--- src/rtl/painterengine_gpu_block_reader_pkg.sv ---
// Shared definitions for the block reader: FSM state codes and AXI constants.
package painterengine_gpu_block_reader_pkg;

  typedef enum logic [2:0] {
    StIdle  = 3'd0,
    StCheck = 3'd1,
    StAddr  = 3'd2,
    StData  = 3'd3,
    StDone  = 3'd4,
    StError = 3'd5,
    StDrain = 3'd6
  } state_e;

  localparam logic [1:0]  AxiRespOkay  = 2'b00;
  localparam logic [1:0]  AxiBurstIncr = 2'b01;
  localparam int unsigned PageBytes    = 4096;

endpackage

--- src/rtl/painterengine_gpu_burst_calc.sv ---
// Beats for the next AR: min(remaining, MAX_BURST, words left in the current 4 KB page).
module painterengine_gpu_burst_calc
  import painterengine_gpu_block_reader_pkg::*;
#(
  parameter int unsigned MAX_BURST = 16
) (
  input  logic [15:0] remaining_i,
  input  logic [11:0] addr_lo_i,
  output logic [8:0]  beats_o
);

  localparam logic [15:0] MaxBurst = 16'(MAX_BURST);

  logic [15:0] room;
  logic [8:0]  min_rb;

  always_comb begin
    room    = 16'((PageBytes - 32'(addr_lo_i)) >> 2);
    // MAX_BURST <= 256, so the first minimum always fits in 9 bits
    min_rb  = (remaining_i < MaxBurst) ? remaining_i[8:0] : MaxBurst[8:0];
    beats_o = ({7'd0, min_rb} < room) ? min_rb : room[8:0];
  end

endmodule

--- src/rtl/painterengine_gpu_block_reader.sv ---
// Reader command responder: fetches a pixel run over AXI4 read and streams it into a pixel FIFO.
module painterengine_gpu_block_reader
  import painterengine_gpu_block_reader_pkg::*;
#(
  parameter int unsigned MAX_BURST  = 16,
  parameter int unsigned MAX_LENGTH = 64
) (
  input  logic        i_wire_clock,
  input  logic        i_wire_reset,
  input  logic        i_wire_run,
  input  logic [31:0] i_wire_address,
  input  logic [31:0] i_wire_length,
  output logic        o_wire_done,
  output logic        o_wire_error,
  output logic [31:0] o_wire_araddr,
  output logic [7:0]  o_wire_arlen,
  output logic        o_wire_arvalid,
  input  logic        i_wire_arready,
  input  logic [31:0] i_wire_rdata,
  input  logic [1:0]  i_wire_rresp,
  input  logic        i_wire_rlast,
  input  logic        i_wire_rvalid,
  output logic        o_wire_rready,
  output logic [31:0] o_wire_fifo_wdata,
  output logic        o_wire_fifo_wen,
  input  logic        i_wire_fifo_full,
  output logic [31:0] o_wire_state
);

  state_e      state_q;
  logic [31:0] addr_q, length_q, araddr_q;
  logic [15:0] remaining_q;
  logic [8:0]  beats_q, count_q;
  logic [7:0]  arlen_q;
  logic        arvalid_q, done_q, error_q, drain_err_q;

  logic        r_hs, last_beat, beat_bad;
  logic [15:0] rem_after, calc_rem;
  logic [31:0] addr_after;
  logic [11:0] calc_addr_lo;
  logic [8:0]  calc_beats;

  assign rem_after    = remaining_q - {7'd0, beats_q};
  assign addr_after   = addr_q + {21'd0, beats_q, 2'b00};
  // In DATA the calculator looks ahead to the burst that follows the current one
  assign calc_rem     = (state_q == StData) ? rem_after : remaining_q;
  assign calc_addr_lo = (state_q == StData) ? addr_after[11:0] : addr_q[11:0];

  painterengine_gpu_burst_calc #(
    .MAX_BURST(MAX_BURST)
  ) u_burst_calc (
    .remaining_i(calc_rem),
    .addr_lo_i  (calc_addr_lo),
    .beats_o    (calc_beats)
  );

  assign o_wire_rready     = (state_q == StDrain) | ((state_q == StData) & ~i_wire_fifo_full);
  assign r_hs              = i_wire_rvalid & o_wire_rready;
  assign last_beat         = (count_q == beats_q - 9'd1);
  assign beat_bad          = (i_wire_rresp != AxiRespOkay) | (i_wire_rlast != last_beat);
  assign o_wire_fifo_wen   = (state_q == StData) & i_wire_run & r_hs & ~beat_bad;
  assign o_wire_fifo_wdata = o_wire_fifo_wen ? i_wire_rdata : 32'd0;

  assign o_wire_done    = done_q;
  assign o_wire_error   = error_q;
  assign o_wire_araddr  = araddr_q;
  assign o_wire_arlen   = arlen_q;
  assign o_wire_arvalid = arvalid_q;
  assign o_wire_state   = {29'd0, state_q};

  always_ff @(posedge i_wire_clock or posedge i_wire_reset) begin
    if (i_wire_reset) begin
      state_q     <= StIdle;
      addr_q      <= '0;
      length_q    <= '0;
      remaining_q <= '0;
      beats_q     <= '0;
      count_q     <= '0;
      araddr_q    <= '0;
      arlen_q     <= '0;
      arvalid_q   <= 1'b0;
      done_q      <= 1'b0;
      error_q     <= 1'b0;
      drain_err_q <= 1'b0;
    end else begin
      case (state_q)
        StIdle: begin
          if (i_wire_run) begin
            addr_q      <= i_wire_address;
            length_q    <= i_wire_length;
            remaining_q <= i_wire_length[15:0];
            state_q     <= StCheck;
          end
        end
        StCheck: begin
          if (!i_wire_run) begin
            state_q <= StIdle;
          end else if (length_q == 32'd0) begin
            state_q <= StDone;
            done_q  <= 1'b1;
          end else if (length_q > 32'(MAX_LENGTH) || addr_q[1:0] != 2'b00) begin
            state_q <= StError;
            error_q <= 1'b1;
          end else begin
            state_q   <= StAddr;
            arvalid_q <= 1'b1;
            araddr_q  <= addr_q;
            arlen_q   <= 8'(calc_beats - 9'd1);
            beats_q   <= calc_beats;
          end
        end
        StAddr: begin
          // arvalid stays up until accepted even when run drops
          if (i_wire_arready) begin
            arvalid_q   <= 1'b0;
            count_q     <= '0;
            drain_err_q <= 1'b0;
            state_q     <= i_wire_run ? StData : StDrain;
          end
        end
        StData: begin
          if (!i_wire_run) begin
            drain_err_q <= 1'b0;
            state_q     <= (r_hs && i_wire_rlast) ? StIdle : StDrain;
          end else if (r_hs) begin
            if (beat_bad) begin
              if (i_wire_rlast) begin
                state_q <= StError;
                error_q <= 1'b1;
              end else begin
                state_q     <= StDrain;
                drain_err_q <= 1'b1;
              end
            end else if (last_beat) begin
              remaining_q <= rem_after;
              addr_q      <= addr_after;
              if (rem_after == 16'd0) begin
                state_q <= StDone;
                done_q  <= 1'b1;
              end else begin
                state_q   <= StAddr;
                arvalid_q <= 1'b1;
                araddr_q  <= addr_after;
                arlen_q   <= 8'(calc_beats - 9'd1);
                beats_q   <= calc_beats;
              end
            end else begin
              count_q <= count_q + 9'd1;
            end
          end
        end
        StDrain: begin
          if (i_wire_rvalid && i_wire_rlast) begin
            if (drain_err_q && i_wire_run) begin
              state_q <= StError;
              error_q <= 1'b1;
            end else begin
              state_q <= StIdle;
            end
          end
        end
        StDone: begin
          if (!i_wire_run) begin
            state_q <= StIdle;
            done_q  <= 1'b0;
          end
        end
        StError: begin
          if (!i_wire_run) begin
            state_q <= StIdle;
            error_q <= 1'b0;
          end
        end
        default: state_q <= StIdle;
      endcase
    end
  end

endmodule

--- config.mk ---
export PLATFORM = sky130hd
export DESIGN_NAME = painterengine_gpu_block_reader
export DESIGN_NICKNAME = d
export VERILOG_FILES = /design/src/rtl/painterengine_gpu_block_reader_pkg.sv /design/src/rtl/painterengine_gpu_burst_calc.sv /design/src/rtl/painterengine_gpu_block_reader.sv
export SDC_FILE = /design/constraint.sdc
export NUM_CORES = 1
export LEC_CHECK = 0
export ABC_AREA = 1
export BUFFER_PORTS_ARGS = -buffer_cell sky130_fd_sc_hd__buf_2
export CORE_ASPECT_RATIO = 1.75
export CORE_MARGIN = 2
export CORE_UTILIZATION = 45
export DETAILED_ROUTE_END_ITERATION = 12
export PLACE_DENSITY = 0.67
export SLEW_MARGIN = 20
export SYNTH_ARGS = -nofsm -noshare
export SYNTH_HDL_FRONTEND = slang
export SYNTH_HIERARCHICAL = 1
export SYNTH_SLANG_ARGS = --single-unit
--- constraint.sdc ---
create_clock -name i_wire_clock -period 5.4 [get_ports i_wire_clock]
set_input_delay 0.27 -clock i_wire_clock [delete_from_list [all_inputs] [get_ports i_wire_clock]]
set_output_delay 0.27 -clock i_wire_clock [all_outputs]
set_load 0.005 [all_outputs]
==> metrics.csv, run 1 <==
metric;value;unit
outcome;finished, violations left;
failing checks;hold timing;
worst-case hold slack;-0.0430;ns
TritonCTS buffer count;17;
Max Clock Freq;0.205;GHz
TritonCTS Sinks;145;
crit share post-route;90.1;%
Hold Path Class;in -> async;
Final ANT Viol Nets;0;
RSZ-0062 raised after global routing;no;
Synth Flop Type;dfrtp_1;
wire length per cell;15.5;µm
Pwr Density;558;nW/µm²
Routed Wire Length;32.6;mm
Clock Skew;0.0109;ns
Worst EP required;5.79;ns
cell with the most instances after synthesis;nand2_1;
htree depth;4;
Setup crit end kind;register;
mapped cell area;10700;µm²
first-pass GRT wire length;52.8;mm
ant diodes;0;
# fillers;2402;
GRT Overall Usage;26.8;%
TritonCTS clock tree;yes;
critical path class;reg -> reg;
antenna violations before repair;1;
worst reg2reg path endpoint;o_wire_arlen[6]$_DFFE_PP0P_;
worst r2r path cells;26;
GR Overflow Total;0;
port buffer count;184;
Critical Path Source Type;register;
nets;1931;
Syn-to-layout area delta;16.2;%
Gate Count Post-Synth;1625;
Die Footprint;25100;µm²
commonest cells in the netlist;nand2_1 (499), inv_1 (208), nor2_1 (172);
R2R Setup Slk;0.53;ns
Distinct cells, synth;47;
Critical Path End;o_wire_arlen[6]$_DFFE_PP0P_;
Die X;121;µm
Slew HR;37.2;%
Static Leakage;6.99;nW
Synth Warn #;6;
Setup TNS;0;ns
Slew Viols, Final;0;
DP HPWL;25.4;mm
Initial Util;45.9;%
Synth top area share;33.9;%
sequential share of the synthesized area;33.9;%
vias;10836;
final setup vio count;0;
clk slew on worst S/H paths;0.06;ns
DR iter-0 viols;698;
Yosys top cell by area;dfrtp_1;
EDFF count, synth;0;
row count;74;
clock root cell;clkbuf_16;
Placer Congestion;0.945;
synth top area cells;dfrtp_1 (34%), nand2_1 (17%), inv_1 (7.3%);
CP max FO;35;
Final Non-Filler Cells;2112;
Max IR drop VDD;0.267;mV
ys async rst share;100;%
Arrival @ worst endpoint;5.25;ns
Worst-Skew Late Latency;0.45;ns
largest net degree at the start of global routing;97;
final hold viol count;17;
Longest Clk Path Bufs;2;
max-cap check violation count;0;
total core area;23300;µm²
DRC;0;
vias in the first global route;10662;
Worst Setup SP;state_q[0]$_DFFE_PP0P_;
Synth Area per Inst;6.59;µm²
share of cells above drive strength 1;15.6;%
First-pass DRT Iterations;5;
Yosys reg bits;145;
Avg Vias per Cell;5.13;
die height;208;µm
minimum clock period after layout;4.87;ns
Worst R2R Start;state_q[0]$_DFFE_PP0P_;
worst-margin pin slew;0.943;ns
IO Count;214;
CTS Hold Buffers Added;0;
placed insts;2080;
-- stage by stage --
step	power [mW]	util [%]	cell area, µm²	setup slack (ns)	hold WS (ns)
finish	6.95	53.3	12400	0.532	-0.0430
global route	7.62	53.3	12400	0.00554	0.0200
CTS	6.96	53.3	12400	0.230	0.000718
detailed placement	5.61	50.5	11800	0.261	0.453
global placement	5.58	50.5	11800	0.399	0.450
floorplan	4.58	-	10800	0.971	0.387
-- area by class of cell --
class                      count  area [µm²]  area share [%]
timing repair buffer         201        1050            8.43
sequential                   145        3630            29.2
tap                          304         380            3.06
clock buffer                  21         480            3.86
multi-input combinational   1216        5920            47.6
clock inverter                11         175            1.41
inverter                     214         808            6.50
-- repair_timing --
item / in CTS / in global routing
endpoints found under the setup margin: 0 / 5
gates resized for setup: 0 / 6
setup buffers: 0 / 0
-- metal layers --
metal | GRT usage, % | vias up | wire (µm)
met5 | 0 | - | 0
met4 | 15.6 | 0 | 2010
met3 | 4.93 | 100 | 1420
met2 | 50.7 | 346 | 17500
met1 | 26.6 | 4945 | 11700
li1 | - | 5445 | -
-- cells in the final DEF, fill, tap and decap left out, types with 17 or more instances in the layout --
cell type	netlist	routed
a21oi_1	58	57
buf_2	14	184
buf_4	31	17
clkbuf_16	0	17
conb_1	2	33
dfrtp_1	145	145
ha_1	29	29
inv_1	208	206
nand2_1	499	497
nand3_1	136	136
nand4_1	20	20
nor2_1	172	171
o21ai_0	134	131
xor2_1	24	24
-- logic make-up (layout without fill, tap and decap cells) --
| kind of cell | count (synthesis) | count (layout) | share of synthesized area (%) |
|---|---|---|---|
| xor gates and xnor gates | 27 | 27 | 2.21 |
| buffers and inverters | 295 | 447 | 12.1 |
| adders and majority gates | 31 | 31 | 3.76 |
| and+or+nand+nor | 891 | 891 | 36.0 |
| other | 2 | 33 | 0.0701 |
| muxes | 3 | 3 | 0.280 |
| DFF | 145 | 145 | 33.9 |
| AOI/OAI and AO/OA | 231 | 231 | 11.7 |
-- power by group --
group	switching, mW	total (mW)	internal (mW)
registers	0.382	1.94	1.56
clock network	0.499	1.32	0.824
logic	2.44	3.68	1.24
-- state kept, by name, summed over array words and instances, names as in the netlist, 3 cells and up --
register       cells
o_wire_arlen       8
beats_q            9
count_q            9
o_wire_araddr     32
remaining_q       16
length_q          32
state_q            3
addr_q            32
-- worst min-delay path by stage --
| stage | endpoint | start | cells past startpoint | slack, ns |
|---|---|---|---|---|
| final | o_wire_araddr[22]$_DFFE_PP0P_ | i_wire_reset | 2 | -0.04 |
| after global routing | length_q[29]$_DFFE_PP0P_ | i_wire_length[29] | 3 | 0.02 |
| after CTS | length_q[28]$_DFFE_PP0P_ | i_wire_length[28] | 3 | 0.0007 |
| after detailed placement | o_wire_araddr[26]$_DFFE_PP0P_ | o_wire_araddr[26]$_DFFE_PP0P_ | 2 | 0.45 |
| after global placement | o_wire_araddr[30]$_DFFE_PP0P_ | o_wire_araddr[30]$_DFFE_PP0P_ | 2 | 0.45 |
| after floorplan | length_q[24]$_DFFE_PP0P_ | i_wire_length[24] | 2 | 0.39 |
-- critical path: stages, from the launching register on --
cell and delay [ns]:
dfrtp_1 0.46, inv_1 0.06, nor2_1 0.18, nand2_2 0.10
inv_2 0.43, o21ai_0 0.45, nor2_2 0.28, nand3_1 0.16
nor2_1 0.17, xor2_1 0.14, ha_1 0.33, a21oi_1 0.16
nor2_1 0.06, a211oi_1 0.17, nand2_1 0.12, nand2_4 0.15
nand2_4 0.08, nand2_1 0.06, nand2_1 0.07, inv_1 0.09
ha_1 0.15, inv_1 0.04, or2_2 0.29, nor4_1 0.25
xor2_1 0.18, nand3_1 0.09, nand2_1 0.08
No activity file was read; power rests on OpenSTA's default activity.
==> run 2: changes to the inputs <==
CORE_UTILIZATION = 57   (was 45)
PLACE_DENSITY = 0.82   (was 0.67)
SETUP_SLACK_MARGIN = 0.02   (was unset)
==> run 2 against run 1 <==
  * Highest routed layer unchanged
  * Hold slack better by 0.062 ns
  * The flow now finishes without violations
  * Utilization is 13 points higher
  * Wire length shrank 0.83%
  * Sequential cell count did not move
==> metrics.csv, run 2 (synthesis gave the netlist of run 1 again) <==
metric;value;unit;change
total core area;18500;µm²;-21%
# Post-CTS Setup Buffers;0;;unchanged
TritonCTS clock tree;yes;;
Critical Path Source Type;register;;
clock root cell;clkbuf_16;;
worst-case hold slack;0.0192;ns;+0.0622 ns
htree depth;4;;unchanged
Final ANT Viol Nets;0;;unchanged
Multi-input gate area;5930;µm²;+0.17%
TritonCTS buffer count;17;;unchanged
row count;66;;-11%
DR iter-0 viols;566;;-19%
final hold viol count;0;;-17
largest net degree at the start of global routing;98;;+1.0%
final setup vio count;0;;unchanged
Max Clock Freq;0.204;GHz;-0.80%
Setup TNS;0;ns;unchanged
Reg area;3630;µm²;unchanged
nets;1929;;-0.10%
cell mode on critical path;nand2_1;;
Setup WS post-layout;0.493;ns;-0.0393 ns
# fillers;1742;;-27%
Routed Wire Length;32.4;mm;-0.83%
worst-margin pin slew;0.930;ns;-0.0130 ns
Pwr Density;555;nW/µm²;-0.58%
CP max FO;10;;-71%
Clock Skew;0.0124;ns;+0.00148 ns
first-pass GRT wire length;51.0;mm;-3.4%
DRC;0;;unchanged
Arrival @ worst endpoint;5.28;ns;+0.03 ns
Initial Util;57.9;%;+12 points
minimum clock period after layout;4.91;ns;+0.0393 ns
max-cap check violation count;0;;unchanged
Longest Clk Path Bufs;2;;unchanged
Die Footprint;19900;µm²;-21%
max incr delay on CP;0.47;ns;about the same
Slew HR;38.0;%;+0.87 points
commonest non-fill, non-tap cell in the layout;nand2_1;;
R2R Setup Slk;0.49;ns;-0.04 ns
RSZ-0062 raised after global routing;no;;
Hold Path Class;in -> async;;
Max IR drop VDD;0.373;mV;+40%
share of cells above drive strength 1;15.7;%;+0.073 points
Avg Vias per Cell;5.42;;+5.7%
clk slew on worst S/H paths;0.06;ns;about the same
vias in the first global route;10711;;+0.46%
GRT Overall Usage;33.2;%;+6.3 points
wire length per cell;15.8;µm;+2.5%
pre-CTS setup slack;0.275;ns;+0.0138 ns
Final Non-Filler Cells;2044;;-3.2%
crit share post-route;90.9;%;+0.73 points
highest-count cells in the layout ignoring fill and taps;nand2_1 (497), inv_1 (205), buf_2 (184);;
vias;11080;;+2.3%
Static Leakage;6.95;nW;-0.56%
TritonCTS Sinks;145;;unchanged
GR Overflow Total;0;;unchanged
final core utilization;66.4;%;+13 points
slowest cell on the critical path;dfrtp_1;;
Worst EP required;5.77;ns;-0.02 ns
antenna violations before repair;0;;-1
Placer Congestion;1.02;;+8.2%
First-pass DRT Iterations;8;;+3
ant diodes;0;;unchanged
DP HPWL;24.9;mm;-1.9%
Syn-to-layout area delta;14.6;%;
Slew Viols, Final;0;;unchanged
outcome;finished, final reports clean;;
critical path class;reg -> reg;;
Worst-Skew Late Latency;0.44;ns;about the same
placed insts;2012;;-3.3%
die height;185;µm;-11%
IO Count;214;;unchanged
Setup crit end kind;register;;
port buffer count;184;;unchanged
Die X;108;µm;-11%
run 2: cell types whose count changed in the layout (fill, tap and decap cells not counted), moves of 2 or more:
cell and delta:
inv_6 +3, o21ai_1 +2, clkinv_4 +2, bufinv_16 -3
o21ai_0 -3, buf_4 -2, clkbuf_8 -2
run 2: final cells by class:
cell class	count	area share, %
Clock buffer	19	3.69
Clock inverter	13	1.03
Inverter	214	6.58
Multi-Input combinational cell	1216	48.3
Sequential cell	145	29.6
Tap cell	238	2.43
Timing Repair Buffer	199	8.42
run 2: power by group:
part | switching [mW] | internal [mW]
combinational | 2.47 | 1.23
clock | 0.504 | 0.665
sequential | 0.392 | 1.56
run 2: path summary, 6_finish.rpt:
kind | end | depth (start not counted) | startpoint
worst max-delay path | o_wire_arlen[6]$_DFFE_PP0P_ | 33 | beats_q[0]$_DFFE_PP0P_
worst min-delay path | length_q[23]$_DFFE_PP0P_ | 2 | i_wire_reset
worst max register to register | o_wire_arlen[6]$_DFFE_PP0P_ | 33 | beats_q[0]$_DFFE_PP0P_
worst min register to register | o_wire_araddr[4]$_DFFE_PP0P_ | 2 | o_wire_araddr[4]$_DFFE_PP0P_
max in group asynchronous | length_q[0]$_DFFE_PP0P_ | 3 | i_wire_reset
min in group i_wire_clock | length_q[21]$_DFFE_PP0P_ | 3 | i_wire_length[21]
run 2: critical path: cells and delay by family, from the launching register on:
family	cells	cell delay [ns]
simple gates	22	2.61
fa+ha+maj	4	1.05
flops	1	0.47
compound gates	2	0.26
buf+inv	4	0.25
xor+xnor	1	0.18
run 2: through the flow:
stage | total power, mW | instance area [µm²]
after detailed placement | 5.57 | 11700
after floorplan | 4.58 | 10800
after global placement | 5.48 | 11700
final | 6.81 | 12300
after CTS | 6.77 | 12300
after global routing | 7.43 | 12300
run 2: routing by layer:
layer / share of wire, % / global-route usage [%]
met1: 35 / 32.9
met2: 52 / 59.8
met3: 4.9 / 5.31
met4: 8.5 / 26.4
met5: 0 / 0
run 2: repair_timing:
action,in CTS,in global routing
endpoints found under the hold margin,0,0
setup endpoints to repair,0,5
gates resized for setup,0,11
hold buffers,0,0
